## src/rtl/riscv_prefetch_unit_pkg.sv

```systemverilog
// Shared types and constants for the RISC-V instruction prefetch unit.
// Holds the fetch FSM state encoding, instruction width and PC step.
package riscv_fetch_pkg;

  typedef enum logic [1:0] {
    FS_IDLE = 2'd0,
    FS_REQ  = 2'd1,
    FS_DROP = 2'd2
  } fetch_state_e;

  localparam int unsigned INSTR_W = 32;
  localparam int unsigned PC_INC  = 4;

endpackage

```

## src/rtl/riscv_prefetch_unit_if.sv

```systemverilog
// Bus bundle of the prefetch unit: instruction-memory port, decoded
// instruction stream towards the consumer, and the redirect input.
// master = prefetch unit side, slave = memory/consumer side.
interface riscv_prefetch_unit_if #(
  parameter int XLEN = 32
);
  import riscv_fetch_pkg::*;

  logic               mem_req;
  logic [XLEN-1:0]    mem_addr;
  logic               mem_ack;
  logic [INSTR_W-1:0] mem_rdata;
  logic               out_valid;
  logic [INSTR_W-1:0] out_instr;
  logic [XLEN-1:0]    out_pc;
  logic               out_ready;
  logic               redirect_valid;
  logic [XLEN-1:0]    redirect_pc;

  modport master (
    output mem_req, mem_addr, out_valid, out_instr, out_pc,
    input  mem_ack, mem_rdata, out_ready, redirect_valid, redirect_pc
  );

  modport slave (
    input  mem_req, mem_addr, out_valid, out_instr, out_pc,
    output mem_ack, mem_rdata, out_ready, redirect_valid, redirect_pc
  );

endinterface

```

## src/rtl/riscv_prefetch_unit_fifo.sv

```systemverilog
// prefetch_fifo: synchronous FIFO with occupancy count and flush.
// Flush wins over push/pop. Storage is cleared on reset so the head
// reads as zero until the first push.
module prefetch_fifo #(
  parameter int WIDTH = 64,
  parameter int DEPTH = 4,
  localparam int AW = $clog2(DEPTH),
  localparam int CW = AW + 1
) (
  input  logic             clk_i,
  input  logic             rst_i,
  input  logic             flush_i,
  input  logic             push_i,
  input  logic [WIDTH-1:0] push_data_i,
  input  logic             pop_i,
  output logic [WIDTH-1:0] head_data_o,
  output logic [CW-1:0]    count_o
);

  logic [WIDTH-1:0] mem_q [DEPTH];
  logic [AW-1:0]    wr_ptr_q;
  logic [AW-1:0]    rd_ptr_q;
  logic [CW-1:0]    count_q;
  logic             do_push_s;
  logic             do_pop_s;

  assign do_push_s   = push_i & ~flush_i;
  assign do_pop_s    = pop_i & ~flush_i & (count_q != '0);
  assign head_data_o = mem_q[rd_ptr_q];
  assign count_o     = count_q;

  // Entry storage: written at the tail on push.
  always_ff @(posedge clk_i) begin
    if (rst_i) begin
      for (int i = 0; i < DEPTH; i++) begin
        mem_q[i] <= '0;
      end
    end else if (do_push_s) begin
      mem_q[wr_ptr_q] <= push_data_i;
    end
  end

  // Pointer and occupancy bookkeeping; flush empties the queue.
  always_ff @(posedge clk_i) begin
    if (rst_i || flush_i) begin
      wr_ptr_q <= '0;
      rd_ptr_q <= '0;
      count_q  <= '0;
    end else begin
      if (do_push_s) wr_ptr_q <= wr_ptr_q + AW'(1'b1);
      if (do_pop_s)  rd_ptr_q <= rd_ptr_q + AW'(1'b1);
      count_q <= count_q + CW'(do_push_s) - CW'(do_pop_s);
    end
  end

endmodule

```

## src/rtl/riscv_prefetch_unit.sv

```systemverilog
// riscv_prefetch_unit: sequential instruction prefetcher with redirect.
// A 3-state FSM (IDLE/REQ/DROP) issues word fetches only when the buffer
// is guaranteed to have room, so the buffer can never overflow. A redirect
// flushes the buffer; an in-flight fetch is then drained in DROP.
// Optional build macro RISCV_PREFETCH_PERF_EN adds fetch/stall counters.
module riscv_prefetch_unit
  import riscv_fetch_pkg::*;
#(
  parameter int              XLEN     = 32,
  parameter int              DEPTH    = 4,
  parameter logic [XLEN-1:0] RESET_PC = XLEN'(32'h0000_0000)
) (
  input  logic                    CLK,
  input  logic                    RST,
  riscv_prefetch_unit_if.master   bus
`ifdef RISCV_PREFETCH_PERF_EN
  ,
  output logic [31:0]             perf_fetch_cnt,
  output logic [31:0]             perf_stall_cnt
`endif
);

  localparam int              CW      = $clog2(DEPTH) + 1;
  localparam logic [CW-1:0]   DEPTH_C = CW'(DEPTH);
  localparam logic [XLEN-1:0] PC_STEP = XLEN'(PC_INC);

  localparam logic [1:0] S_IDLE = FS_IDLE;
  localparam logic [1:0] S_REQ  = FS_REQ;
  localparam logic [1:0] S_DROP = FS_DROP;

  logic [1:0]                state_q, state_d;
  logic [XLEN-1:0]           fetch_pc_q, fetch_pc_d;
  logic [XLEN-1:0]           mem_addr_q, mem_addr_d;
  logic [XLEN-1:0]           redirect_pc_s;
  logic [CW-1:0]             count_s;
  logic [CW-1:0]             occ_after_pop_s;
  logic [CW-1:0]             occ_after_push_s;
  logic                      out_valid_s;
  logic                      pop_s;
  logic                      push_s;
  logic [XLEN+INSTR_W-1:0]   head_s;

  // Redirect outranks both push and pop.
  assign out_valid_s      = (count_s != '0);
  assign pop_s            = out_valid_s & bus.out_ready & ~bus.redirect_valid;
  assign push_s           = (state_q == S_REQ) & bus.mem_ack & ~bus.redirect_valid;
  assign occ_after_pop_s  = count_s - CW'(pop_s);
  assign occ_after_push_s = occ_after_pop_s + CW'(push_s);
  assign redirect_pc_s    = bus.redirect_pc & ~XLEN'(2'b11);

  prefetch_fifo #(
    .WIDTH (XLEN + INSTR_W),
    .DEPTH (DEPTH)
  ) u_fifo (
    .clk_i       (CLK),
    .rst_i       (RST),
    .flush_i     (bus.redirect_valid),
    .push_i      (push_s),
    .push_data_i ({fetch_pc_q, bus.mem_rdata}),
    .pop_i       (pop_s),
    .head_data_o (head_s),
    .count_o     (count_s)
  );

  // Next-state logic for the fetch FSM and the fetch PC.
  always_comb begin
    state_d    = state_q;
    fetch_pc_d = fetch_pc_q;
    case (state_q)
      S_IDLE: begin
        if (bus.redirect_valid) begin
          fetch_pc_d = redirect_pc_s;
        end else if (occ_after_pop_s < DEPTH_C) begin
          state_d = S_REQ;
        end else begin
          state_d = S_IDLE;
        end
      end
      S_REQ: begin
        if (bus.redirect_valid) begin
          fetch_pc_d = redirect_pc_s;
          state_d    = bus.mem_ack ? S_IDLE : S_DROP;
        end else if (bus.mem_ack) begin
          fetch_pc_d = fetch_pc_q + PC_STEP;
          state_d    = (occ_after_push_s < DEPTH_C) ? S_REQ : S_IDLE;
        end else begin
          state_d = S_REQ;
        end
      end
      S_DROP: begin
        if (bus.redirect_valid) begin
          fetch_pc_d = redirect_pc_s;
        end else begin
          fetch_pc_d = fetch_pc_q;
        end
        state_d = bus.mem_ack ? S_IDLE : S_DROP;
      end
      default: begin
        state_d = S_IDLE;
      end
    endcase
  end

  // The address is frozen while a transaction is outstanding, else it tracks the fetch PC.
  always_comb begin
    mem_addr_d = mem_addr_q;
    if ((state_q != S_IDLE) && !bus.mem_ack) begin
      mem_addr_d = mem_addr_q;
    end else begin
      mem_addr_d = fetch_pc_d;
    end
  end

  // FSM, fetch PC and request address registers.
  always_ff @(posedge CLK) begin
    if (RST) begin
      state_q    <= S_IDLE;
      fetch_pc_q <= RESET_PC;
      mem_addr_q <= RESET_PC;
    end else begin
      state_q    <= state_d;
      fetch_pc_q <= fetch_pc_d;
      mem_addr_q <= mem_addr_d;
    end
  end

  assign bus.mem_req   = (state_q != S_IDLE);
  assign bus.mem_addr  = mem_addr_q;
  assign bus.out_valid = out_valid_s;
  assign bus.out_pc    = head_s[XLEN+INSTR_W-1 -: XLEN];
  assign bus.out_instr = head_s[INSTR_W-1:0];

`ifdef RISCV_PREFETCH_PERF_EN
  logic [31:0] perf_fetch_q;
  logic [31:0] perf_stall_q;

  // Accepted-fetch and consumer-starved cycle counters, wrapping at 2^32.
  always_ff @(posedge CLK) begin
    if (RST) begin
      perf_fetch_q <= 32'd0;
      perf_stall_q <= 32'd0;
    end else begin
      perf_fetch_q <= perf_fetch_q + 32'(push_s);
      perf_stall_q <= perf_stall_q + 32'(bus.out_ready & ~out_valid_s);
    end
  end

  assign perf_fetch_cnt = perf_fetch_q;
  assign perf_stall_cnt = perf_stall_q;
`endif

endmodule

```

## src/flat_wrapper.sv

```systemverilog
// flat-port wrapper written by rule: the top's interface ports become plain ports
module riscv_prefetch_unit_flat import riscv_fetch_pkg::*;
#(
  parameter int              XLEN     = 32,
  parameter int              DEPTH    = 4,
  parameter logic [XLEN-1:0] RESET_PC = XLEN'(32'h0000_0000)
)
  (CLK, RST, bus_mem_req, bus_mem_addr, bus_out_valid, bus_out_instr, bus_out_pc, bus_mem_ack, bus_mem_rdata, bus_out_ready, bus_redirect_valid, bus_redirect_pc);
  riscv_prefetch_unit_if #(.XLEN(XLEN)) bus_i ();
  input  logic CLK;
  input  logic RST;
  output wire logic [$bits(bus_i.mem_req)-1:0] bus_mem_req;
  output wire logic [$bits(bus_i.mem_addr)-1:0] bus_mem_addr;
  output wire logic [$bits(bus_i.out_valid)-1:0] bus_out_valid;
  output wire logic [$bits(bus_i.out_instr)-1:0] bus_out_instr;
  output wire logic [$bits(bus_i.out_pc)-1:0] bus_out_pc;
  input wire logic [$bits(bus_i.mem_ack)-1:0] bus_mem_ack;
  input wire logic [$bits(bus_i.mem_rdata)-1:0] bus_mem_rdata;
  input wire logic [$bits(bus_i.out_ready)-1:0] bus_out_ready;
  input wire logic [$bits(bus_i.redirect_valid)-1:0] bus_redirect_valid;
  input wire logic [$bits(bus_i.redirect_pc)-1:0] bus_redirect_pc;
  assign bus_mem_req = bus_i.mem_req;
  assign bus_mem_addr = bus_i.mem_addr;
  assign bus_out_valid = bus_i.out_valid;
  assign bus_out_instr = bus_i.out_instr;
  assign bus_out_pc = bus_i.out_pc;
  assign bus_i.mem_ack = bus_mem_ack;
  assign bus_i.mem_rdata = bus_mem_rdata;
  assign bus_i.out_ready = bus_out_ready;
  assign bus_i.redirect_valid = bus_redirect_valid;
  assign bus_i.redirect_pc = bus_redirect_pc;
  riscv_prefetch_unit #(.XLEN(XLEN), .DEPTH(DEPTH), .RESET_PC(RESET_PC)) u_core (.CLK(CLK), .RST(RST), .bus(bus_i));
endmodule
```

## config.mk

```make
export PLATFORM = sky130hd
export DESIGN_NAME = riscv_prefetch_unit_flat
export DESIGN_NICKNAME = d
export VERILOG_FILES = /design/src/rtl/riscv_prefetch_unit_pkg.sv /design/src/rtl/riscv_prefetch_unit_if.sv /design/src/rtl/riscv_prefetch_unit_fifo.sv /design/src/rtl/riscv_prefetch_unit.sv /design/src/flat_wrapper.sv
export SDC_FILE = /design/constraint.sdc
export NUM_CORES = 1
export LEC_CHECK = 0
export ABC_AREA = 0
export CORE_ASPECT_RATIO = 1.25
export CORE_MARGIN = 2
export CORE_UTILIZATION = 60
export DETAILED_ROUTE_END_ITERATION = 6
export HOLD_SLACK_MARGIN = 0.15
export PLACE_DENSITY = 0.9
export SLEW_MARGIN = 20
export SYNTH_ARGS = -nofsm -noshare
export SYNTH_HDL_FRONTEND = slang
export SYNTH_HIERARCHICAL = 1
export SYNTH_SLANG_ARGS = --single-unit
```

## constraint.sdc

```tcl
create_clock -name CLK -period 11.7 [get_ports CLK]
set_input_delay 1.17 -clock CLK [delete_from_list [all_inputs] [get_ports CLK]]
set_output_delay 1.17 -clock CLK [all_outputs]
set_load 0.1 [all_outputs]
```

# After elaboration in Yosys (flattened, before gate mapping)
# Memory sizes are Yosys's and may differ from the RTL's. A register that Yosys moved wholly into a read port is not among the register bits.
# Index checks and enable logic that the tools add are counted.
[totals] ff_bits=73 latchBits=0 ramBits=256 romBits=0 inputBits=69 output_inout_bits=98 word_cells=56 mem_count=1
[classes] addsub=7 mul=0 div=0 magnitude_cmp=2 n_eq_ne=3 shifts=0 muxes=21 bitwise=8 reduce_logical=8
[memory_table] memory="u_core.u_fifo.mem_q" words=4 width=64 read_ports=1 rd_clocked_by_memory_dff=1 wr=4 line="riscv_prefetch_unit_fifo.sv:20" source="logic [WIDTH-1:0] mem_q [DEPTH];"
[op_table] operator="32-bit two-way mux" n=3
[op_table] operator="64-bit two-way mux" n=1
[op_table] operator="32-bit one-hot mux with 2 select lines" n=1
[op_table] operator="64-bit OR reduction" n=1
[op_table] operator="32-bit by 3-bit adder with 32-bit output (second input constant)" n=1
[op_table] operator="2-bit two-way mux" n=7
[op_table] operator="1-bit two-way mux" n=8
[op_table] operator="1-bit AND" n=7
[op_table] operator="3-bit by 1-bit adder with 3-bit output" n=2
[op_table] operator="3-bit less-than comparator (second input constant)" n=2
[op_table] operator="2-bit one-hot mux with 3 select lines" n=1
[op_table] operator="3-bit by 1-bit subtractor with 3-bit output" n=2
[op_table] operator="2-bit by 1-bit adder with 2-bit output (second input constant)" n=2
[op_table] operator="3-bit nonzero test" n=1
[op_table] operator="2-bit by 1-bit == test with 1-bit output (second input constant)" n=1
[op_table] operator="2-bit == test (second input constant)" n=1
[op_table] operator="2-bit zero test" n=1
[op_table] operator="2-bit != test (second input constant)" n=1
[op_table] operator="2-bit nonzero test" n=1
[op_table] operator="2-bit OR reduction" n=1
[op_table] operator="1-bit logical AND" n=1
[op_table] operator="1-bit zero test" n=1
[op_table] operator="1-bit logical OR" n=1
[op_table] operator="1-bit inverter" n=1

# Logic depth before layout (Yosys ltp)
[depth] depth_word=10 ltp_mapped=12 mapped_depth_nobuf=10

# By module
# Netlist, hierarchy kept.
[modules_own_cells] module="prefetch_fifo" instances=1 cells_per_inst=752 area_per_inst_um2=12296.8 seq_area_each_um2=7867.5
[modules_own_cells] module="riscv_prefetch_unit" instances=1 cells_per_inst=487 area_per_inst_um2=3837.4 seq_area_each_um2=1321.3

# Least setup slack after synthesis
# No wires, ideal clock.
[synth_timing] path_kind="in2reg" start="input bus_redirect_valid" end="memory u_core.u_fifo.mem_q[0][0], enable pin" setup_ns=0.499 arrival_ns=5.792 setup_slack_ns=5.409 path_stages=9 path_buffers=5 path_cell_list="clkbuf_1 > clkinv_1 > clkbuf_1 > and3_1 > or3b_1 > buf_2 > buf_6 > buf_6 > o21bai_1"
[synth_rtl] item="start, declared" line="flat_wrapper.sv:20" source="input wire logic [$bits(bus_i.redirect_valid)-1:0] bus_redirect_valid;"
[synth_rtl] item="end, declared" line="riscv_prefetch_unit_fifo.sv:20"

==> impl_results.md <==
- Clk buf depth: 3
- Share of cells above drive strength 1: about a quarter
- Worst path max stage delay: 0.88 ns
- Number of top-level pins: 167
- Routing usage on met3: 2.95%
- HPWL after detailed placement: 22.7 mm
- Maximum level of the CTS H-tree: 1
- Largest net degree at the start of global routing: 205
- Clock root cell: clkbuf_16
- Post-CTS Setup Bufs: 0
- Initial Utilization: roughly three fifths
- Routability cong.: approximately 0.92
- Critical Path AT: 5.15 ns
- CP Class: in -> reg
- Antenna cells: 0
- CP cell instances: buf_2 > buf_4 > clkinv_1 > and3_1 > or3b_4 > buf_12 > nor3_1
- Die X: ~150 um
- Post-CTS Hold Buffers: 0
- CP startpoint kind: primary input
- All-Layer GR Usage: 26.5%
- Gr ovfl total: 0
- Slowest CP cell: or3b_4
- Ys flop type: edfxtp_1
- Final Hold Vio Count: 0
- IO buf count: 164
- Initial DRC count: 871
- TritonRoute pass-1 iters: 5
- Seq/Total Area, Yosys: 57.0%
- Global-route wire length before repair: 58.6 mm
- RSZ-0062 raised after global routing: false
- Max-slew headroom: approximately 14%
- Most used routing layer: met2
- Setup WS pre-CTS: 6.37 ns
- Slew Limit Fails: 0
- Worst-Skew Late Latency: around 0.57 ns
- Flops & latches, synth: 331
- Initial antenna violation count: 0
- Drt wl/cell: around 22 um
- Worst slew pin tran: approximately 1.3 ns
- Clock transition at the registers of the reported paths: 0.06 ns
- Die area: 28200 um2
- Max-Cap Viols: 0
- Grt met1 use: approximately a third
- Layout overhead on the synthesized area: 16.7%
- Met2 Use GR: 45.6%
- Fraction of synthesis flops using an asynchronous set or reset pin: 0%
- Worst setup EP type: register
- Syn_nets: 1314
- Fin crit period: 4.90 ns
- Routed via count: around 11000
- Vias in the first global route: 10800
- Num rows: 67
- DIE HEIGHT: 187 um
- Fin Clk Skew: 0.0224 ns
- Setup WS post-layout: 6.80 ns
- CP max FO: just over 200
- Commonest non-fill, non-tap cell in the layout: edfxtp_1
- Pwr dens: 140 nW/um2
- # resized after CTS: 0
- Setup TNS: 0 ns
- Number of library cell types mapped by synthesis: 72
- ANT nets after route: 0
- Number of remaining DRC errors: 0
- Tcrit/Tclk final: between 40% and 50%
- Avg Vias per Cell: 6.27
- Core Region: 26700 um2
- Mapped Avg Cell Area: 13.0 um2
- Critical Path RT: 11.95 ns
- Mapped Area: 16100 um2
- Leading cell types in the layout, fill and taps excluded: edfxtp_1, nor3_2, clkdlybuf4s50_1
- VDD IR max: 0.0902 mV
- Post-Route WL: 37.8 mm
- Fmax achieved: between 0.2 and 0.25 GHz
- Clock Sink Count: between 300 and 400
- Outcome: completed
- Final #Nets: roughly 1400
- # setup viols final: 0
- Tightest Hold Check Type: reg -> reg
- YS warnings: 6
- Number of synthesized flops with an enable pin: ~260
- CTS tree: done
- Num CTS Buffers: 31
- Syn Inst Count: roughly 1200
- P_leak: 6.10 nW
==> sequential cells by signal (all words and copies together) (netlist names), named ones only <==
signal,flops
u_core/u_fifo/mem_q,256
u_core/bus.mem_addr,32
u_core/fetch_pc_q,32
u_core/u_fifo/count_o,3
u_core/state_q,2
u_core/u_fifo/rd_ptr_q,2
u_core/u_fifo/wr_ptr_q,2
==> routing by layer <==
metal,wire length [um],part of all wire (%)
met4,1060,2.8
met3,2740,7.3
met5,0,0
met2,19500,52
met1,14500,38
==> through the flow <==
step	power (mW)	utilization, %	hold WS, ns	std cells	cell area [um2]
2_1_floorplan	1.59	-	0.478	1239	16100
3_3_place_gp	1.68	67.0	0.445	1665	17900
5_1_grt	2.71	70.6	0.495	1722	18800
6_report	2.64	70.6	0.461	1722	18800
4_1_cts	2.65	70.6	0.465	1722	18800
3_5_place_dp	1.69	67.0	0.452	1665	17900
==> kinds of logic after synthesis <==
logic type	synth area share [%]
adders and majority gates	0.512
muxes	10.2
buffers and inverters	5.40
and+or+nand+nor	20.2
AOI/OAI and AO/OA	6.30
DFF	57.0
xor gates and xnor gates	0.527
==> cell usage after synthesis, types with 13 or more instances <==
cell type,instances,area [um2]
mux2_2,13,146
a21oi_1,32,160
edfxtp_1,256,7690
buf_6,19,214
o21ai_0,20,100
nand2b_1,13,81.3
buf_2,30,150
dfxtp_1,75,1500
and3_1,18,113
nand2_1,35,131
mux4_2,64,1440
nor2_1,120,450
nand3_1,22,110
nor3_1,45,225
clkbuf_1,47,176
inv_1,77,289
nor3_2,165,1650
==> worst paths after layout <==
path | start | endpoint | slack, ns | cells past startpoint
worst min-delay path | u_core/bus.mem_addr[10] | u_core/bus.mem_addr[10] | 0.46 | 2
worst max-delay path | bus_redirect_valid | u_core/u_fifo/mem_q[2][15] | 6.80 | 7
worst max register to register | u_core/state_q[0] | u_core/u_fifo/mem_q[0][15] | 7.53 | 6
worst min register to register | u_core/bus.mem_addr[10] | u_core/bus.mem_addr[10] | 0.46 | 2
==> report_power, final <==
group / switching, mW / internal (mW) / leakage, nW
logic: 0.236 / 0.0916 / 2.38
registers: 0.0289 / 1.31 / 3.26
clock network: 0.429 / 0.544 / 0.466
total: 0.694 / 1.95 / 6.10
==> area by class of cell <==
type                            instances  area, um2
Sequential cell                       331       9190
Fill cell                            1781       7830
Multi-Input combinational cell        727       6140
Timing Repair Buffer                  183       1790
Clock buffer                           40        830
Tap cell                              345        432
Inverter                               79        297
Clock inverter                         17        146
==> worst max-delay path, delay by kind of cell <==
family        cells  cell delay (ns)
buf+inv           4             2.10
simple gates      3             1.50
(Power assumes the default switching activity.)
